$ cat src/rtl/fifo_pkg.sv
// -----------------------------------------------------------------------------
// fifo_pkg
// Shared helpers for the stream FIFO family.
//   ptr_width    : bits needed to index DEPTH storage entries
//   count_width  : bits needed to hold an occupancy of 0..DEPTH
//   params_legal : parameter sanity check used at elaboration by stream_fifo
// -----------------------------------------------------------------------------
package fifo_pkg;

    function automatic int unsigned ptr_width(input int unsigned depth);
        return (depth < 2) ? 1 : $clog2(depth);
    endfunction

    function automatic int unsigned count_width(input int unsigned depth);
        return $clog2(depth + 1);
    endfunction

    function automatic bit params_legal(input int unsigned depth,
                                        input int unsigned afull_th,
                                        input int unsigned aempty_th);
        return (depth >= 2) && (afull_th >= 1) && (afull_th <= depth) &&
               (aempty_th < depth);
    endfunction

endpackage

$ cat src/rtl/fifo_ctrl.sv
// -----------------------------------------------------------------------------
// fifo_ctrl
// Pointer, occupancy, flag and sticky-error bookkeeping for stream_fifo.
// Ports:
//   clk_i, rst_ni        clock, asynchronous active-low reset
//   flush_i              synchronous clear (wins over any handshake)
//   w_valid_i, r_ready_i producer offer / consumer accept
//   wr_en_o              storage write strobe (accepted push)
//   wr_ptr_o, rd_ptr_o   storage write / read indices
//   count_o              registered occupancy
//   w_ready_o, r_valid_o handshake readies derived from count
//   full_o, empty_o, almost_full_o, almost_empty_o  occupancy flags
//   overflow_o, underflow_o                         sticky error flags
// -----------------------------------------------------------------------------
module fifo_ctrl
    import fifo_pkg::*;
#(
    parameter  int unsigned DEPTH     = 3,
    parameter  int unsigned AFULL_TH  = DEPTH - 1,
    parameter  int unsigned AEMPTY_TH = 1,
    localparam int unsigned PW        = ptr_width(DEPTH),
    localparam int unsigned CW        = count_width(DEPTH)
) (
    input  logic          clk_i,
    input  logic          rst_ni,
    input  logic          flush_i,
    input  logic          w_valid_i,
    input  logic          r_ready_i,
    output logic          wr_en_o,
    output logic [PW-1:0] wr_ptr_o,
    output logic [PW-1:0] rd_ptr_o,
    output logic [CW-1:0] count_o,
    output logic          w_ready_o,
    output logic          r_valid_o,
    output logic          full_o,
    output logic          empty_o,
    output logic          almost_full_o,
    output logic          almost_empty_o,
    output logic          overflow_o,
    output logic          underflow_o
);

    logic [PW-1:0] wr_ptr_q, wr_ptr_d;
    logic [PW-1:0] rd_ptr_q, rd_ptr_d;
    logic [CW-1:0] count_q, count_d;
    logic          ovf_q, ovf_d;
    logic          udf_q, udf_d;
    logic          full, empty, push, pop;

    // Explicit wrap so non-power-of-two depths index correctly.
    function automatic logic [PW-1:0] next_ptr(input logic [PW-1:0] p);
        return (p == PW'(DEPTH - 1)) ? '0 : p + PW'(1);
    endfunction

    assign full  = (count_q == CW'(DEPTH));
    assign empty = (count_q == '0);
    // A full FIFO refuses the write even if a pop frees a slot this cycle.
    assign push  = w_valid_i && !full;
    assign pop   = r_ready_i && !empty;

    always_comb begin
        wr_ptr_d = wr_ptr_q;
        rd_ptr_d = rd_ptr_q;
        count_d  = count_q;
        ovf_d    = ovf_q;
        udf_d    = udf_q;
        if (flush_i) begin
            wr_ptr_d = '0;
            rd_ptr_d = '0;
            count_d  = '0;
            ovf_d    = 1'b0;
            udf_d    = 1'b0;
        end else begin
            if (push) wr_ptr_d = next_ptr(wr_ptr_q);
            if (pop)  rd_ptr_d = next_ptr(rd_ptr_q);
            count_d = count_q + CW'(push) - CW'(pop);
            ovf_d   = ovf_q | (w_valid_i & full);
            udf_d   = udf_q | (r_ready_i & empty);
        end
    end

    always_ff @(posedge clk_i or negedge rst_ni) begin
        if (!rst_ni) begin
            wr_ptr_q <= '0;
            rd_ptr_q <= '0;
            count_q  <= '0;
            ovf_q    <= 1'b0;
            udf_q    <= 1'b0;
        end else begin
            wr_ptr_q <= wr_ptr_d;
            rd_ptr_q <= rd_ptr_d;
            count_q  <= count_d;
            ovf_q    <= ovf_d;
            udf_q    <= udf_d;
        end
    end

    assign wr_en_o        = push && !flush_i;
    assign wr_ptr_o       = wr_ptr_q;
    assign rd_ptr_o       = rd_ptr_q;
    assign count_o        = count_q;
    assign w_ready_o      = !full;
    assign r_valid_o      = !empty;
    assign full_o         = full;
    assign empty_o        = empty;
    assign almost_full_o  = (count_q >= CW'(AFULL_TH));
    assign almost_empty_o = (count_q <= CW'(AEMPTY_TH));
    assign overflow_o     = ovf_q;
    assign underflow_o    = udf_q;

endmodule

$ cat src/rtl/stream_fifo.sv
// -----------------------------------------------------------------------------
// stream_fifo
// First-word-fall-through FIFO with valid/ready handshakes on both sides.
// Ports:
//   clk, reset (async active-low), flush (sync clear)
//   w_valid / w_ready / data_in     write side
//   r_valid / r_ready / data_out    read side (data_out = head entry)
//   fifo_full, fifo_empty, almost_full, almost_empty, count  occupancy
//   overflow, underflow             sticky errors, cleared by flush/reset
// -----------------------------------------------------------------------------
module stream_fifo
    import fifo_pkg::*;
#(
    parameter  int unsigned WIDTH     = 32,
    parameter  int unsigned DEPTH     = 3,
    parameter  int unsigned AFULL_TH  = DEPTH - 1,
    parameter  int unsigned AEMPTY_TH = 1,
    localparam int unsigned CW        = count_width(DEPTH)
) (
    input  logic             clk,
    input  logic             reset,
    input  logic             flush,
    input  logic             w_valid,
    output logic             w_ready,
    input  logic [WIDTH-1:0] data_in,
    output logic             r_valid,
    input  logic             r_ready,
    output logic [WIDTH-1:0] data_out,
    output logic             fifo_full,
    output logic             fifo_empty,
    output logic             almost_full,
    output logic             almost_empty,
    output logic [CW-1:0]    count,
    output logic             overflow,
    output logic             underflow
);

    localparam int unsigned PW = ptr_width(DEPTH);

    if (!params_legal(DEPTH, AFULL_TH, AEMPTY_TH)) begin : g_bad_params
        $error("stream_fifo: illegal DEPTH/AFULL_TH/AEMPTY_TH combination");
    end

    logic             wr_en;
    logic [PW-1:0]    wr_ptr, rd_ptr;
    logic [WIDTH-1:0] mem_q [DEPTH];

    fifo_ctrl #(
        .DEPTH     (DEPTH),
        .AFULL_TH  (AFULL_TH),
        .AEMPTY_TH (AEMPTY_TH)
    ) u_ctrl (
        .clk_i          (clk),
        .rst_ni         (reset),
        .flush_i        (flush),
        .w_valid_i      (w_valid),
        .r_ready_i      (r_ready),
        .wr_en_o        (wr_en),
        .wr_ptr_o       (wr_ptr),
        .rd_ptr_o       (rd_ptr),
        .count_o        (count),
        .w_ready_o      (w_ready),
        .r_valid_o      (r_valid),
        .full_o         (fifo_full),
        .empty_o        (fifo_empty),
        .almost_full_o  (almost_full),
        .almost_empty_o (almost_empty),
        .overflow_o     (overflow),
        .underflow_o    (underflow)
    );

    // Storage is intentionally not reset; count gates visibility of stale words.
    always_ff @(posedge clk) begin
        if (wr_en) mem_q[wr_ptr] <= data_in;
    end

    assign data_out = mem_q[rd_ptr];

endmodule

$ cat config.mk
export PLATFORM = sky130hd
export DESIGN_NAME = stream_fifo
export DESIGN_NICKNAME = d
export VERILOG_FILES = /design/src/rtl/fifo_pkg.sv /design/src/rtl/fifo_ctrl.sv /design/src/rtl/stream_fifo.sv
export SDC_FILE = /design/constraint.sdc
export NUM_CORES = 1
export LEC_CHECK = 0
export BUFFER_PORTS_ARGS = -buffer_cell sky130_fd_sc_hd__buf_2
export CAP_MARGIN = 25
export CORE_ASPECT_RATIO = 2
export CORE_MARGIN = 2
export CORE_UTILIZATION = 49
export CTS_CLUSTER_SIZE = 16
export DETAILED_ROUTE_END_ITERATION = 16
export PLACE_DENSITY = 0.77
export SETUP_SLACK_MARGIN = 0.3
export SYNTH_ARGS = -nofsm -noshare
export SYNTH_HDL_FRONTEND = slang
export SYNTH_SLANG_ARGS = --single-unit
export TNS_END_PERCENT = 20
$ cat constraint.sdc
create_clock -name clk -period 4.2 [get_ports clk]
set_clock_uncertainty 0.1 [all_clocks]
set_input_delay 0 -clock clk [delete_from_list [all_inputs] [get_ports clk]]
set_output_delay 0 -clock clk [all_outputs]
set_load 0.02 [all_outputs]
==> results.md, run 1 <==
- Die Area: 9050 µm²
- First-pass GRT wire length: 11.8 mm
- GRT Residual Overflow: 0
- Max cap viols: 0
- Most frequent cells in the layout: edfxtp_1, buf_2, dlygate4sd3_1
- GRT Total Usage: 0.182
- GR peak layer: met2
- Synth Area in Simple Gates: 0.0569
- Yosys reg bits: 104
- Commonest non-fill, non-tap cell in the layout: edfxtp_1
- Leak pwr: 1.89 nW
- Worst Hold Launch: data_in[29]
- Rows: 46
- Clock latency on the worst-skew pair: 0.34 ns
- Area of the mapped netlist: 4050 µm²
- CP startpoint: u_ctrl.rd_ptr_o[0]$_DFFE_PN0P_
- Worst reg2reg path startpoint: u_ctrl.wr_ptr_o[1]$_DFFE_PN0P_
- Setup TNS: 0 ns
- Async set-or-reset flop fraction in the synthesized netlist: 0.0769
- Area grow syn2layout: 27.9%
- Ant. Diodes: 0
- Drt first pass iters: 4
- Main flop type after synthesis: edfxtp_1
- Clk sink count: 104
- Detailed-route vias per instance: 5.02
- NumNets Final: 404
- H-tree Lvls: 3
- Synth unique cells: 25
- Post-CTS Setup Bufs: 0
- Worst Setup Start Kind: flop
- RD Place Congestion: 0.749
- Yosys top cell area share: 0.712
- Post-synth top area cell: edfxtp_1
- # setup viols final: 0
- Antenna violations before repair: 0
- Hold path cells: 2
- Met3 Track Usage GR: 0.0366
- Root Driver: clkbuf_16
- Rel. slew slack: 0.349
- Mean Syn Cell Area: 16.2 µm²
- CTS tree: done
- GR Layer Usage met1: 0.192
- Detailed-route DRC error count: 0
- Worst Tran Pin Value: 0.977 ns
- Unrepaired setup endpoints after global routing: false
- Final wirelength: 7.44 mm
- Initial Util: 0.506
- Gate Count Post-Synth: 250
- Largest net degree at the start of global routing: 68
- Status: finished, final reports clean
- Final hold violation count: 0
- Num ports: 79
- Met2 Resource Use GR: 0.324
- Crit Reg-Reg Endpoint: mem_q[1][3]$_DFFE_PP_
- Syn nets: 289
- WHS: 0.294 ns
- Slew Viols, Final: 0
- Post-synth EDFFs: 96
- DR iter-0 viols: 72
- CP Capture Type: output pin
- Hold worst-path end: mem_q[2][29]$_DFFE_PP_
- Largest family of logic cells by synthesized area: multiplexers
- Routed len/inst: 16.0 µm
- Minimum clock period: 2.15 ns
- Synth top area cells: edfxtp_1, mux2i_1, dfrtp_1
- Critical path type: flop to output pin
- Register-to-register setup slack: 2.12 ns
- Worst-case clock buffer depth: 2
- Mux cell area share after synthesis: 0.0915
- Vias in the first global route: 2408
- Synthesized-area fraction occupied by adder cells: 0.00618
- Max VDD drop: 0.000402 V
- Final worst path period share: 0.513
- Total CTS buffers: 9
- Hold crit path type: input port to flop
- Pwr dens: 521 nW/µm²
- Register area share after synthesis: 0.761
- Synth Area in Compound Gates: 0.0485
- Layout cells sized above 1: 0.278
- Max Freq: 464 MHz
- Yosys warning count: 0
- Worst EP arrival: 2.05 ns
- DP HPWL: 4.52 mm
- Core area: 8000 µm²
- I/O Buffers: 78
- Vias: 2337
- Worst EP required: 4.10 ns
- Die W: 68.3 µm
- R2R depth: 2
- Clock transition at path regs: 0.06 ns
- ANT nets after route: 0
- CP max FO: 35
- Die height: 133 µm
- Post-synthesis xor/xnor area fraction: 0.00556
-- registers in the layout, indices dropped and copies added (netlist names) --
register and cells:
u_ctrl.underflow_o 1, mem_q 96, u_ctrl.rd_ptr_o 2, u_ctrl.wr_ptr_o 2, u_ctrl.count_o 2, u_ctrl.overflow_o 1
-- how the worst max path moves through the flow --
stage / end / depth (start not counted)
floorplan: mem_q[2][0]$_DFFE_PP_ / 4
global placement: mem_q[1][14]$_DFFE_PP_ / 2
detailed placement: mem_q[1][14]$_DFFE_PP_ / 2
CTS: data_out[31] / 3
global route: data_out[31] / 3
finish: data_out[31] / 3
-- cell type report --
cell class,count,area (µm²)
multi-input cells,125,868
fillers,575,2820
well taps,96,120
clock inverters,6,60.1
repair buffers,118,788
clock buffers,10,229
flip-flops and latches,104,3090
inverters,7,26.3
-- metrics by stage --
step	utilization	instance area (µm²)	total power [mW]	setup WS, ns	cells
3_3_place_gp	0.562	4500	1.87	2.16	411
4_1_cts	0.647	5180	2.72	2.02	466
2_1_floorplan	-	4060	1.71	0.778	250
5_1_grt	0.647	5180	2.82	1.92	466
6_report	0.647	5180	2.70	2.05	466
3_5_place_dp	0.562	4500	1.89	2.11	411
-- routing by layer --
| metal | up-vias | share of wire |
|---|---|---|
| li1 | 1152 | - |
| met1 | 1121 | 0.37 |
| met2 | 50 | 0.57 |
| met3 | 14 | 0.036 |
| met4 | 0 | 0.022 |
| met5 | - | 0 |
-- synthesized netlist by cell type, types with 3 or more instances --
master	n
o21ai_0	32
inv_1	7
buf_2	4
buf_6	4
or3b_1	3
clkbuf_1	4
nand2_1	33
nor2_1	4
edfxtp_1	96
mux2i_1	34
nand2b_1	3
dfrtp_1	8
-- cells by family (layout without fill, tap and decap cells) --
logic type / after synthesis / after routing
flops: 104 / 104
simple gates: 50 / 50
compound gates: 36 / 36
mux: 36 / 36
buf+inv: 21 / 141
fa+ha+maj: 2 / 2
xor+xnor: 1 / 1
-- report_power, final --
group          switching (mW)  internal (mW)  leakage, nW
clock                   0.344          0.458        0.138
sequential             0.0974           1.20        0.978
combinational           0.338          0.260        0.776
-- critical path, stage by stage (launching register included) --
cell and delay (ns):
dfrtp_2 1.01, mux2i_1 0.17, o21ai_0 0.29, buf_2 0.23
-- repair_timing --
action                                 in CTS  in global routing
endpoints found under the hold margin     110                  0
resized for setup                           0                  0
hold buffers                               39                  0
(Power assumes the default switching activity.)
==> run 2, diff against run 1 <==
==> constraint.sdc (replaced) <==
create_clock -name clk -period 1.8 [get_ports clk]
set_clock_uncertainty 0.1 [all_clocks]
set_input_delay 0 -clock clk [delete_from_list [all_inputs] [get_ports clk]]
set_output_delay 0 -clock clk [all_outputs]
set_load 0.02 [all_outputs]
==> results.md, run 2 (synthesis gave the netlist of run 1 again) <==
- CP max stage delay: 0.45 ns
- Clock transition at path regs: 0.06 ns
- First-pass GRT wire length: 12.6 mm
- Non-Filler Instances: 490
- Worst path top cell family by delay: flip-flops
- Core area: 8000 µm²
- GRT Residual Overflow: 0
- Max cap viols: 0
- Slew Viols, Final: 0
- Most frequent cells in the layout: edfxtp_1, buf_2, dlygate4sd3_1
- RD Place Congestion: 0.793
- Die W: 68.3 µm
- Vias in the first global route: 2594
- Initial Util: 0.506
- Rel. slew slack: 0.734
- Die Area: 9050 µm²
- CP max FO: 18
- CTS tree: done
- Worst Setup Start Kind: flop
- Antenna violations before repair: 0
- Minimum clock period: 1.66 ns
- Drt first pass iters: 5
- ANT nets after route: 0
- Ant. Diodes: 0
- Num ports: 79
- Dpl cells: 420
- Worst-case clock buffer depth: 2
- Die height: 133 µm
- Status: finished, final reports clean
- Area grow syn2layout: 38.4%
- Hold crit path type: input port to flop
- Root Driver: clkbuf_16
- WP depth: 4
- Hold path cells: 3
- Final core occ: 0.701
- Worst Tran Pin Value: 0.398 ns
- GRT Total Usage: 0.198
- H-tree Lvls: 3
- R2R depth: 6
- Detailed-route vias per instance: 5.17
- DR iter-0 viols: 93
- CP Capture Type: output pin
- Max FFs per register: 96
- # fillers: 521
- Commonest non-fill, non-tap cell in the layout: edfxtp_1
- Clock latency on the worst-skew pair: 0.34 ns
- Critical path type: flop to output pin
- # setup viols final: 0
- Unrepaired setup endpoints after global routing: true
- Vias: 2535
- Tot Pwr: 6.72 mW
- I/O Buffers: 78
- Pwr dens: 1200 nW/µm²
- Final hold violation count: 0
- DP HPWL: 5.05 mm
- Total CTS buffers: 9
- NumNets Final: 430
- Leak pwr: 2.07 nW
- Cell Chain, Critical Path: buf_12 -> mux2i_1 -> o21ai_0 -> buf_2
- Final wirelength: 8.43 mm
- Layout cells sized above 1: 0.353
- WP buf/inv: 2
- Worst EP arrival: 1.56 ns
- Worst EP required: 1.70 ns
- Largest net degree at the start of global routing: 35
- Max VDD drop: 0.000828 V
- Slowest cell on the critical path: dfrtp_2
- Detailed-route DRC error count: 0
- Rows: 46
- Max Freq: 602 MHz
- Largest Register: mem_q
- Routed len/inst: 17.2 µm
- Clk sink count: 104
- Final worst path period share: 0.923
==> run 2: cell count changes in the layout (fill, tap and decap cells not counted), sizes merged <==
cell and delta:
clkinvlp -1, dlygate4sd3 -1, clkinv -1, buf +24, clkbuf +3
==> run 2: area by class of cell <==
class / count / area, µm² / share of cell area
Sequential cell: 104 / 3090 / 0.551
Clock buffer: 10 / 229 / 0.0408
Timing Repair Buffer: 144 / 1150 / 0.205
Inverter: 7 / 33.8 / 0.00603
Multi-Input combinational cell: 125 / 937 / 0.167
Clock inverter: 4 / 47.5 / 0.00848
Tap cell: 96 / 120 / 0.0214
==> run 2: routing by layer <==
layer | GRT usage | up-vias | routed length (µm)
met4 | 0.0967 | 0 | 261
li1 | - | 1205 | -
met5 | 0 | - | 0
met3 | 0.0485 | 19 | 300
met2 | 0.355 | 78 | 4980
met1 | 0.201 | 1233 | 2890
==> run 2: worst paths after layout <==
kind / from / to / slack (ns)
worst max register to register: u_ctrl.count_o[0]$_DFF_PN0_ / mem_q[2][3]$_DFFE_PP_ / 0.15
min in group asynchronous: reset / u_ctrl.overflow_o$_DFF_PN0_ / 0.57
worst max-delay path: u_ctrl.rd_ptr_o[0]$_DFFE_PN0P_ / data_out[11] / 0.14
max in group asynchronous: reset / u_ctrl.rd_ptr_o[0]$_DFFE_PN0P_ / 0.73
worst min-delay path: flush / u_ctrl.wr_ptr_o[1]$_DFFE_PN0P_ / 0.02
worst min register to register: u_ctrl.overflow_o$_DFF_PN0_ / u_ctrl.overflow_o$_DFF_PN0_ / 0.40
==> run 2: through the flow <==
step | hold WS, ns | instance area, µm² | setup WS [ns] | TNS (ns)
2_1_floorplan | -0.396 | 4090 | -0.620 | -44.79
3_3_place_gp | -0.249 | 4660 | 0.118 | 0
3_5_place_dp | -0.247 | 4660 | 0.0846 | 0
4_1_cts | 0.0227 | 5460 | 0.136 | 0
5_1_grt | 0.0502 | 5610 | 0.116 | 0
6_report | 0.0211 | 5610 | 0.139 | 0
==> run 2: report_power, final <==
group          internal [mW]  switching (mW)
Sequential              2.81          0.0905
Combinational          0.934            1.09
Clock                   1.06           0.753
==> run 2: what timing repair did <==
action,in CTS,in global routing
pin swaps,3,6
hold buffers,38,0
gates resized for setup,31,12
hold endpoints to repair,109,0
gates cloned,2,3
setup endpoints to repair,127,130
buffers inserted,7,6
==> run 2: worst min-delay path, delay by kind of cell <==
family	cells	cell delay, ns
simple gates	1	0.14
buf+inv	1	0.19
mux	1	0.08
==> run 3, diff against run 2 <==
--- a/config.mk
+++ b/config.mk
@@ -16,5 +16,6 @@
 export SETUP_SLACK_MARGIN = 0.3
 export SYNTH_ARGS = -nofsm -noshare
 export SYNTH_HDL_FRONTEND = slang
+export SYNTH_HIERARCHICAL = 1
 export SYNTH_SLANG_ARGS = --single-unit
 export TNS_END_PERCENT = 20
==> results.md, run 3 <==
- Status: finished, final reports clean
- Detailed-route DRC error count: 0
- Yosys warning count: 6
- Clock latency on the worst-skew pair: 0.33 ns
- Post-synth EDFFs: 96
- Largest net degree at the start of global routing: 42
- Dpl cells: 427
- Vias in the first global route: 2536
- Antenna violations before repair: 0
- Drt first pass iters: 4
- Yosys top cell area share: 0.714
- H-tree Lvls: 3
- Ant. Diodes: 0
- Max FFs per register: 96
- Max Freq: 590 MHz
- Pwr dens: 1160 nW/µm²
- CP max FO: 10
- Unrepaired setup endpoints after global routing: true
- Met3 Track Usage GR: 0.0315
- Core area: 7940 µm²
- Area grow syn2layout: 36.1%
- RD Place Congestion: 0.711
- Clock transition at path regs: 0.06 ns
- GRT Total Usage: 0.189
- Minimum clock period: 1.69 ns
- Commonest cells in the synthesized netlist: edfxtp_1, nand2_1, mux2i_1, o21ai_1, nor2_1
- Clk sink count: 104
- Max cap viols: 0
- CP Capture Type: flop
- Non-Filler Instances: 494
- CTS tree: done
- Die height: 132 µm
- Largest Register: mem_q
- Comb power frac: 0.273
- Worst Setup Start Kind: flop
- Detailed-route vias per instance: 5.06
- # setup viols final: 0
- Worst-case clock buffer depth: 2
- I/O Buffers: 78
- Tot Pwr: 6.35 mW
- Net load switching power: 1.74 mW
- Share of power burned in registers: 0.450
- Synth top area cells: edfxtp_1, mux2i_1, dfrtp_1
- GRT Residual Overflow: 0
- Power Internal: 4.61 mW
- Layout cells sized above 1: 0.344
- Worst EP arrival: 1.64 ns
- GR peak layer: met2
- Syn nets: 293
- ANT nets after route: 0
- Area of the mapped netlist: 4040 µm²
- Final core occ: 0.692
- Num ports: 79
- Most frequent cells in the layout: edfxtp_1, buf_2, nand2_1, dlygate4sd3_1, mux2i_1
- Post-synth top area cell: edfxtp_1
- Register area share after synthesis: 0.763
- Worst Tran Pin Value: 0.384 ns
- Mean Syn Cell Area: 15.8 µm²
- NumNets Final: 434
- Rel. slew slack: 0.743
- GR Layer Usage met1: 0.196
- Total CTS buffers: 9
- Die W: 68.2 µm
- First-pass GRT wire length: 12.1 mm
- DR iter-0 viols: 130
- Rows: 46
- Worst EP required: 1.75 ns
- Sw frac: 0.275
- Yosys reg bits: 104
- Final worst path period share: 0.941
- Leak pwr: 2.02 nW
- Routed len/inst: 15.8 µm
- DP HPWL: 4.76 mm
- Max VDD drop: 0.000840 V
- Die Area: 9030 µm²
- Count leader, synth: edfxtp_1
- Async set-or-reset flop fraction in the synthesized netlist: 0.0769
- Initial Util: 0.509
- Synth unique cells: 25
- Critical path type: flop to flop
- Final wirelength: 7.78 mm
- Met2 Resource Use GR: 0.346
- Root Driver: clkbuf_16
- Final hold violation count: 0
- Clk pwr share: 0.277
- Commonest non-fill, non-tap cell in the layout: edfxtp_1
- Vias: 2502
- Gate Count Post-Synth: 255
- Slew Viols, Final: 0
- Main flop type after synthesis: edfxtp_1
- Hold crit path type: input port to flop
run 3: through the flow:
| stage | hold slack (ns) | area, µm² | setup slack, ns | setup TNS (ns) |
|---|---|---|---|---|
| after floorplan | -0.396 | 4060 | -0.431 | -37.38 |
| after global placement | -0.250 | 4600 | 0.119 | 0 |
| after detailed placement | -0.246 | 4600 | 0.0611 | 0 |
| after CTS | 0.105 | 5490 | 0.132 | 0 |
| after global routing | 0.141 | 5500 | 0.0462 | 0 |
| final | 0.136 | 5500 | 0.105 | 0 |
run 3: logic make-up (layout without fill, tap and decap cells):
kind of cell             Yosys count  after routing  share of synthesized area
AO/OA/AOI/OAI                     43             43                     0.0579
flip-flops                       104            104                      0.763
adder cells (fa/ha/maj)            1              1                    0.00310
AND/OR/NAND/NOR                   58             58                     0.0629
multiplexers                      33             33                     0.0821
buffers and inverters             16            159                     0.0310
run 3: worst paths after layout:
path	start	end	slack, ns	depth (start not counted)
worst max-delay path	u_ctrl/count_o[1]$_DFF_PN0_	mem_q[0][16]$_DFFE_PP_	0.11	5
worst min register to register	u_ctrl/underflow_o$_DFF_PN0_	u_ctrl/underflow_o$_DFF_PN0_	0.40	2
worst max register to register	u_ctrl/count_o[1]$_DFF_PN0_	mem_q[0][16]$_DFFE_PP_	0.11	5
worst min-delay path	w_valid	u_ctrl/count_o[1]$_DFF_PN0_	0.14	5
max in group asynchronous	reset	u_ctrl/rd_ptr_o[0]$_DFFE_PN0P_	0.76	3
min in group asynchronous	reset	u_ctrl/underflow_o$_DFF_PN0_	0.54	3
run 3: cell type report:
class,count,area [µm²]
sequential,104,3090
fill,507,2440
timing repair buffer,143,1110
multi-input combinational,135,901
clock buffer,11,233
tap,96,120
clock inverter,2,33.8
inverter,3,11.3
run 3: power by group through the flow:
stage                     Clock, mW  Combinational, mW  Sequential, mW
after floorplan                   0              0.961            2.92
after global placement            0               1.35            2.90
after detailed placement          0               1.37            2.91
after CTS                      1.81               1.73            2.85
after global routing           1.90               1.86            2.87
final                          1.76               1.73            2.86
run 3: metal layers:
layer | part of all wire | vias up
met5 | 0 | -
met1 | 0.35 | 1183
met4 | 0.020 | 0
li1 | - | 1230
met3 | 0.038 | 14
met2 | 0.59 | 75
run 3: worst max-delay path, stage by stage, from the launching register on:
cell and delay (ns):
dfrtp_2 0.43, a21bo_4 0.24, nor2_4 0.09, nor3b_4 0.24, buf_6 0.16, buf_12 0.14
run 3: what timing repair did:
item	CTS	global route
buffers inserted	13	1
resized for setup	26	4
cloned	3	0
endpoints found under the setup margin	126	133
hold buffers	37	0
pin swaps	3	0
endpoints found under the hold margin	112	0
